===== config.mk =====
export PLATFORM = sky130hd
export DESIGN_NAME = pc_gen_multi
export DESIGN_NICKNAME = d
export VERILOG_FILES = /design/src/rtl/pc_gen_multi_pkg.sv /design/src/rtl/pc_redirect_latch.sv /design/src/rtl/pc_gen_multi.sv
export SDC_FILE = /design/constraint.sdc
export NUM_CORES = 1
export LEC_CHECK = 0
export ABC_AREA = 1
export BUFFER_PORTS_ARGS = -buffer_cell sky130_fd_sc_hd__buf_2
export CORE_UTILIZATION = 51
export DETAILED_ROUTE_END_ITERATION = 8
export PLACE_DENSITY = 0.81
export SETUP_SLACK_MARGIN = 0.15
export SKIP_LAST_GASP = 1
export SLEW_MARGIN = 20
export SYNTH_ARGS = -nofsm -noshare
export SYNTH_HDL_FRONTEND = slang
export SYNTH_HIERARCHICAL = 1
export SYNTH_SLANG_ARGS = --single-unit

===== constraint.sdc =====
create_clock -name clk -period 2.6 [get_ports clk]
set_clock_uncertainty 0.05 [all_clocks]
set_input_delay 0.26 -clock clk [delete_from_list [all_inputs] [get_ports clk]]
set_output_delay 0.26 -clock clk [all_outputs]
set_load 0.01 [all_outputs]

===== src/rtl/pc_gen_multi_pkg.sv =====
// Shared constants and types for the multi-issue fetch PC generator.
// Holds the reset vector, instruction size, TLB attribute bundle and FSM states.
package pc_gen_multi_pkg;

    localparam logic [31:0] PC_RESET_VECTOR = 32'hbfc0_0000;
    localparam int unsigned INST_BYTES      = 4;

    typedef struct packed {
        logic miss;
        logic illegal;
        logic invalid;
        logic uncached;
    } tlb_attr_t;

    typedef enum logic {
        ST_RUN  = 1'b0,
        ST_HOLD = 1'b1
    } redir_state_e;

endpackage


===== src/rtl/pc_redirect_latch.sv =====
// Holds a redirect that arrived while the fetch stage was stalled and merges it
// with new redirects: new exception > pending exception > new branch > pending branch.
module pc_redirect_latch
    import pc_gen_multi_pkg::*;
(
    input  logic        clk,
    input  logic        rst,
    input  logic        pc_en,
    input  logic        branch_taken,
    input  logic [31:0] branch_address,
    input  logic        exception_taken,
    input  logic [31:0] exception_address,
    output logic        redirect_valid,
    output logic [31:0] redirect_addr,
    output logic        redirect_pending
);

    redir_state_e state_q, state_d;
    logic [31:0]  pend_addr_q, pend_addr_d;
    logic         pend_exc_q, pend_exc_d;
    logic         hold;

    assign hold             = (state_q == ST_HOLD);
    assign redirect_pending = hold;

    // NOTE: every signal assigned in always_comb gets a default first so no latch is inferred.
    always_comb begin
        state_d     = state_q;
        pend_addr_d = pend_addr_q;
        pend_exc_d  = pend_exc_q;
        if (pc_en) begin
            // Any pending redirect is consumed by the combine below this cycle.
            state_d    = ST_RUN;
            pend_exc_d = 1'b0;
        end else if (exception_taken) begin
            state_d     = ST_HOLD;
            pend_addr_d = exception_address;
            pend_exc_d  = 1'b1;
        end else if (branch_taken && !(hold && pend_exc_q)) begin
            state_d     = ST_HOLD;
            pend_addr_d = branch_address;
            pend_exc_d  = 1'b0;
        end
    end

    always_comb begin
        redirect_valid = 1'b1;
        redirect_addr  = '0;
        if (exception_taken)         redirect_addr = exception_address;
        else if (hold && pend_exc_q) redirect_addr = pend_addr_q;
        else if (branch_taken)       redirect_addr = branch_address;
        else if (hold)               redirect_addr = pend_addr_q;
        else                         redirect_valid = 1'b0;
    end

    // NOTE: sequential state uses non-blocking assignments so all flops update together.
    always_ff @(posedge clk) begin
        if (rst) begin
            state_q     <= ST_RUN;
            pend_addr_q <= '0;
            pend_exc_q  <= 1'b0;
        end else begin
            state_q     <= state_d;
            pend_addr_q <= pend_addr_d;
            pend_exc_q  <= pend_exc_d;
        end
    end

endmodule


===== src/rtl/pc_gen_multi.sv =====
// Fetch-stage PC generator for up to FETCH_WIDTH instructions per cycle, with
// registered physical PC / TLB attributes and redirects deferred across stalls.
module pc_gen_multi
    import pc_gen_multi_pkg::*;
#(
    parameter int          FETCH_WIDTH  = 2,
    parameter logic [31:0] RESET_VECTOR = PC_RESET_VECTOR,
    parameter int          CNT_W        = $clog2(FETCH_WIDTH + 1)
) (
    input  logic             clk,
    input  logic             rst,
    input  logic             pc_en,
    input  logic             fifo_full,
    input  logic [CNT_W-1:0] inst_cnt,
    input  logic             branch_taken,
    input  logic [31:0]      branch_address,
    input  logic             exception_taken,
    input  logic [31:0]      exception_address,
    output logic [31:0]      pc_address_next,
    input  logic [31:0]      pc_address_psy_next,
    input  logic             pc_tlb_miss,
    input  logic             pc_tlb_illegal,
    input  logic             pc_tlb_invalid,
    input  logic             pc_tlb_uncached,
    output logic [31:0]      pc_address,
    output logic [31:0]      pc_address_psy,
    output logic             tlb_miss,
    output logic             tlb_illegal,
    output logic             tlb_invalid,
    output logic             tlb_uncached,
    output logic             redirect_pending
);

    logic             redirect_valid;
    logic [31:0]      redirect_addr;
    logic [CNT_W-1:0] cnt_sat;
    logic [31:0]      pc_address_q, pc_address_d;
    logic [31:0]      pc_address_psy_q, pc_address_psy_d;
    tlb_attr_t        tlb_q, tlb_d;

    pc_redirect_latch u_redirect (
        .clk               (clk),
        .rst               (rst),
        .pc_en             (pc_en),
        .branch_taken      (branch_taken),
        .branch_address    (branch_address),
        .exception_taken   (exception_taken),
        .exception_address (exception_address),
        .redirect_valid    (redirect_valid),
        .redirect_addr     (redirect_addr),
        .redirect_pending  (redirect_pending)
    );

    assign cnt_sat = (inst_cnt > CNT_W'(FETCH_WIDTH)) ? CNT_W'(FETCH_WIDTH) : inst_cnt;

    always_comb begin
        pc_address_d = pc_address_q;
        if (rst)
            pc_address_d = RESET_VECTOR;
        else if (pc_en) begin
            if (redirect_valid)
                pc_address_d = redirect_addr;
            else if (!fifo_full)
                pc_address_d = pc_address_q + 32'(cnt_sat) * 32'(INST_BYTES);
        end
    end

    assign pc_address_next  = pc_address_d;
    assign pc_address_psy_d = pc_address_psy_next;
    assign tlb_d            = '{miss: pc_tlb_miss, illegal: pc_tlb_illegal,
                                invalid: pc_tlb_invalid, uncached: pc_tlb_uncached};

    always_ff @(posedge clk) begin
        if (rst) begin
            pc_address_q     <= RESET_VECTOR;
            pc_address_psy_q <= '0;
            tlb_q            <= '0;
        end else begin
            pc_address_q     <= pc_address_d;
            pc_address_psy_q <= pc_address_psy_d;
            tlb_q            <= tlb_d;
        end
    end

    assign pc_address     = pc_address_q;
    assign pc_address_psy = pc_address_psy_q;
    assign tlb_miss       = tlb_q.miss;
    assign tlb_illegal    = tlb_q.illegal;
    assign tlb_invalid    = tlb_q.invalid;
    assign tlb_uncached   = tlb_q.uncached;

endmodule


==> results.toml <==
[timing]
fmax_mhz = 398.2
slew_headroom_pct = 28.76
fin_hold_ws_ns = 0.04623
tightest_slew_ns = 1.067
rsz0062_at_grt = "true"
post-route-min-period_ns = 2.512
setup_viol_count_final = 0
tns_ns = 0
drv_slew = 0
fin_crit_sh_pct = 96.60
hold_viol = 0

[clock_network]
cts_tree = "built"
clkSinkCount = 102
cts-htree-levels = 3
cts_buffers = 9
clk_latency_ns = 0.36
path_clk_slew_ns = 0.08
holdBufCountCts = 0
cts_root_buf = "clkbuf_16"
clockBufferDepth = 2

[detailed_routing]
vias = 7094
drt_iter0_markers = 554
wl_mm = 18.80
ant_nets = 0
drc = 10
avgRoutedWirePerCell_um = 13.86
vias_per_cell = 5.232
drt_pass1_iterations = 7

[critical_path]
path_max_fanout = 5
cp-end-kind = "output pin"
rr_worst_depth = 9
r2r_start = "pc_address[2]$_SDFF_PP0_"
reg2reg_slack_ns = 0.78
rr_endpoint = "pc_address[12]$_SDFF_PP0_"
path_class = "reg2out"
critPathLaunchType = "flop"
cp_data_required_time_ns = 2.29
worst-endpoint-arrival_ns = 2.20

[placement]
port_buffers = 208
dp_hpwl_mm = 13.90
place_area_sq_um = 7263
dp.cells = 1330
place_congestion = 0.9193

[global_route]
grt_use_total_pct = 30.08
grt_pass1_wl_mm = 29.86
grt_overflow_total = 0
grt_pass1_vias = 6437
antenna_found_initial = 0
grt_max_degree = 52

[final_layout]
nets = 1319
finish.utilization_pct = 67.82
design_area_sq_um = 7844
n_antenna_cell = 0
multi_input_area_sq_um = 3558
fillCellCount = 1055
instances_no_fill = 1356
drive_gt1_share_pct = 26.71
syn2layout_area_growth_pct = 27.63
final_cell_mix = "nand2_1, buf_2, nor2_1"
regArea_sq_um = 2052
final_common_cell = "nand2_1"

[hold_path]
min_path_cells = 3
hold_path.class = "in2reg"
hp-start = "pc_address_psy_next[21]"
holdPathEnd = "pc_address_psy[21]$_SDFF_PP0_"

[power]
powerDensity_nw_per_um2 = 518.8
swShare_pct = 33.12
leakage_nw = 4.142
vdd_drop_max_uv = 553.2
p_sw_mw = 1.348
p_int_mw = 2.722
p_clk_share_pct = 33.2
combPwrFrac_pct = 23.5
sequentialPowerShare_pct = 43.3

[floorplanning]
start_util_pct = 53.14
die_x_um = 111.8
row_count = 39
die_h_um = 111.8
coreArea_sq_um = 11560
io_pins = 209
die_area_sq_um = 12490

[synthesis]
ys_types = 34
syn_nets = 1121
syn_area_sq_um = 6146
ys_warn_count = 6
ys_seq_elements = 102
syn_avg_cell_area_sq_um = 6.085
seq_area_frac_synth_pct = 33.22
synth_cells = 1010

[run]
cap_violations = 0

[run_status]
outcome = "finished with violations"
violations = "DRC"
## worst max path at each step
stage                          end                                startpoint  slack (ns)
3_5_place_dp    pc_address_next[4]                              branch_taken        0.26
6_report       pc_address_next[20]                  pc_address[2]$_SDFF_PP0_        0.09
5_1_grt        pc_address_next[20]                  pc_address[2]$_SDFF_PP0_       -0.05
3_3_place_gp   pc_address_next[16]                               inst_cnt[1]        0.27
2_1_floorplan  pc_address_next[17]  u_redirect/redirect_pending$_SDFFE_PP0P_        0.48
4_1_cts        pc_address_next[16]                  pc_address[2]$_SDFF_PP0_        0.12
## worst max-delay path, stage by stage (launching register included)
cell     delay [ns]
dfxtp_4        0.37
ha_4           0.16
fa_2           0.37
nand2_2        0.12
nor2_4         0.05
nand3_4        0.13
inv_4          0.06
nand3_1        0.07
nand2_1        0.05
nand2_1        0.07
nand2_1        0.07
a21oi_1        0.16
buf_2          0.16
## metal layers
metal	wire length [um]	global-route usage, %
met1	7254	34.17
met5	0	0
met2	8835	50.64
met3	1792	8.057
met4	915	17.84
## logic make-up (layout without fill, tap and decap cells)
logic type | after synthesis | count (layout) | share of synthesized area (%)
buf+inv | 177 | 380 | 12.09
compound gates | 142 | 142 | 12.13
simple gates | 579 | 579 | 40.82
xor+xnor | 7 | 7 | 0.9976
flops | 102 | 102 | 33.22
fa+ha+maj | 3 | 3 | 0.7328
## layout make-up
type,count,area share (%)
Multi-Input combinational cell,731,45.37
Timing Repair Buffer,238,16.35
Sequential cell,102,26.16
Clock inverter,6,0.7338
Clock buffer,10,2.919
Tap cell,143,2.281
Inverter,126,6.189
## flip-flops by register name, indices dropped and copies added, names as in the netlist
name / count
pc_address_psy: 32
u_redirect/redirect_pending: 1
pc_address: 32
tlb_uncached: 1
u_redirect/pend_addr_q: 32
tlb_invalid: 1
tlb_miss: 1
u_redirect/pend_exc_q: 1
tlb_illegal: 1
## what timing repair did
action,CTS,global route
pin swaps,7,11
resized for setup,20,36
buffers inserted,7,3
hold endpoints to repair,0,0
setup endpoints to repair,28,31
## through the flow
| stage | power (mW) | setup WS, ns |
|---|---|---|
| global route | 4.271 | -0.05412 |
| CTS | 4.054 | 0.1168 |
| global placement | 2.682 | 0.2721 |
| floorplan | 2.355 | 0.4754 |
| finish | 4.069 | 0.08846 |
| detailed placement | 2.695 | 0.2616 |
## cells in the mapped netlist
cell        n  area [sq um]
nand2_1   275          1032
nor2_1    184         690.7
inv_1     121         454.2
a21oi_1   103         515.5
dfxtp_1   102          2042
nand3_1    54         270.3
o21ai_0    26         130.1
clkbuf_1   21         78.83
nand3_2    21         210.2
and2_1     15         93.84
buf_2      14         70.07
o211ai_1    8         60.06
buf_4       7         52.55
nand4_1     6         37.54
nor4_1      6         37.54
buf_1       5         18.77
nand3b_1    5         37.54
nor2_2      5         31.28
buf_6       4         45.04
xnor2_1     4         35.03
inv_2       3         11.26
xor2_1      3         26.28
a211oi_1    2         15.01
a221oi_1    2         17.52
ha_1        2         25.02
nand2_2     2         12.51
nor2_4      2         22.52
nor3_1      2         10.01
clkinv_1    1         3.750
fa_1        1         20.02
inv_6       1         8.760
nand4_2     1         12.51
nor3_2      1         10.01
o21bai_1    1         7.510
## power by group through the flow
stage	Combinational (mW)	Sequential, mW	Clock, mW
after global placement	0.893	1.79	0
after global routing	1.06	1.77	1.43
after detailed placement	0.904	1.79	0
after CTS	0.929	1.76	1.37
after floorplan	0.546	1.81	0
final	0.956	1.76	1.35
Power figures use the tool's default switching activity.
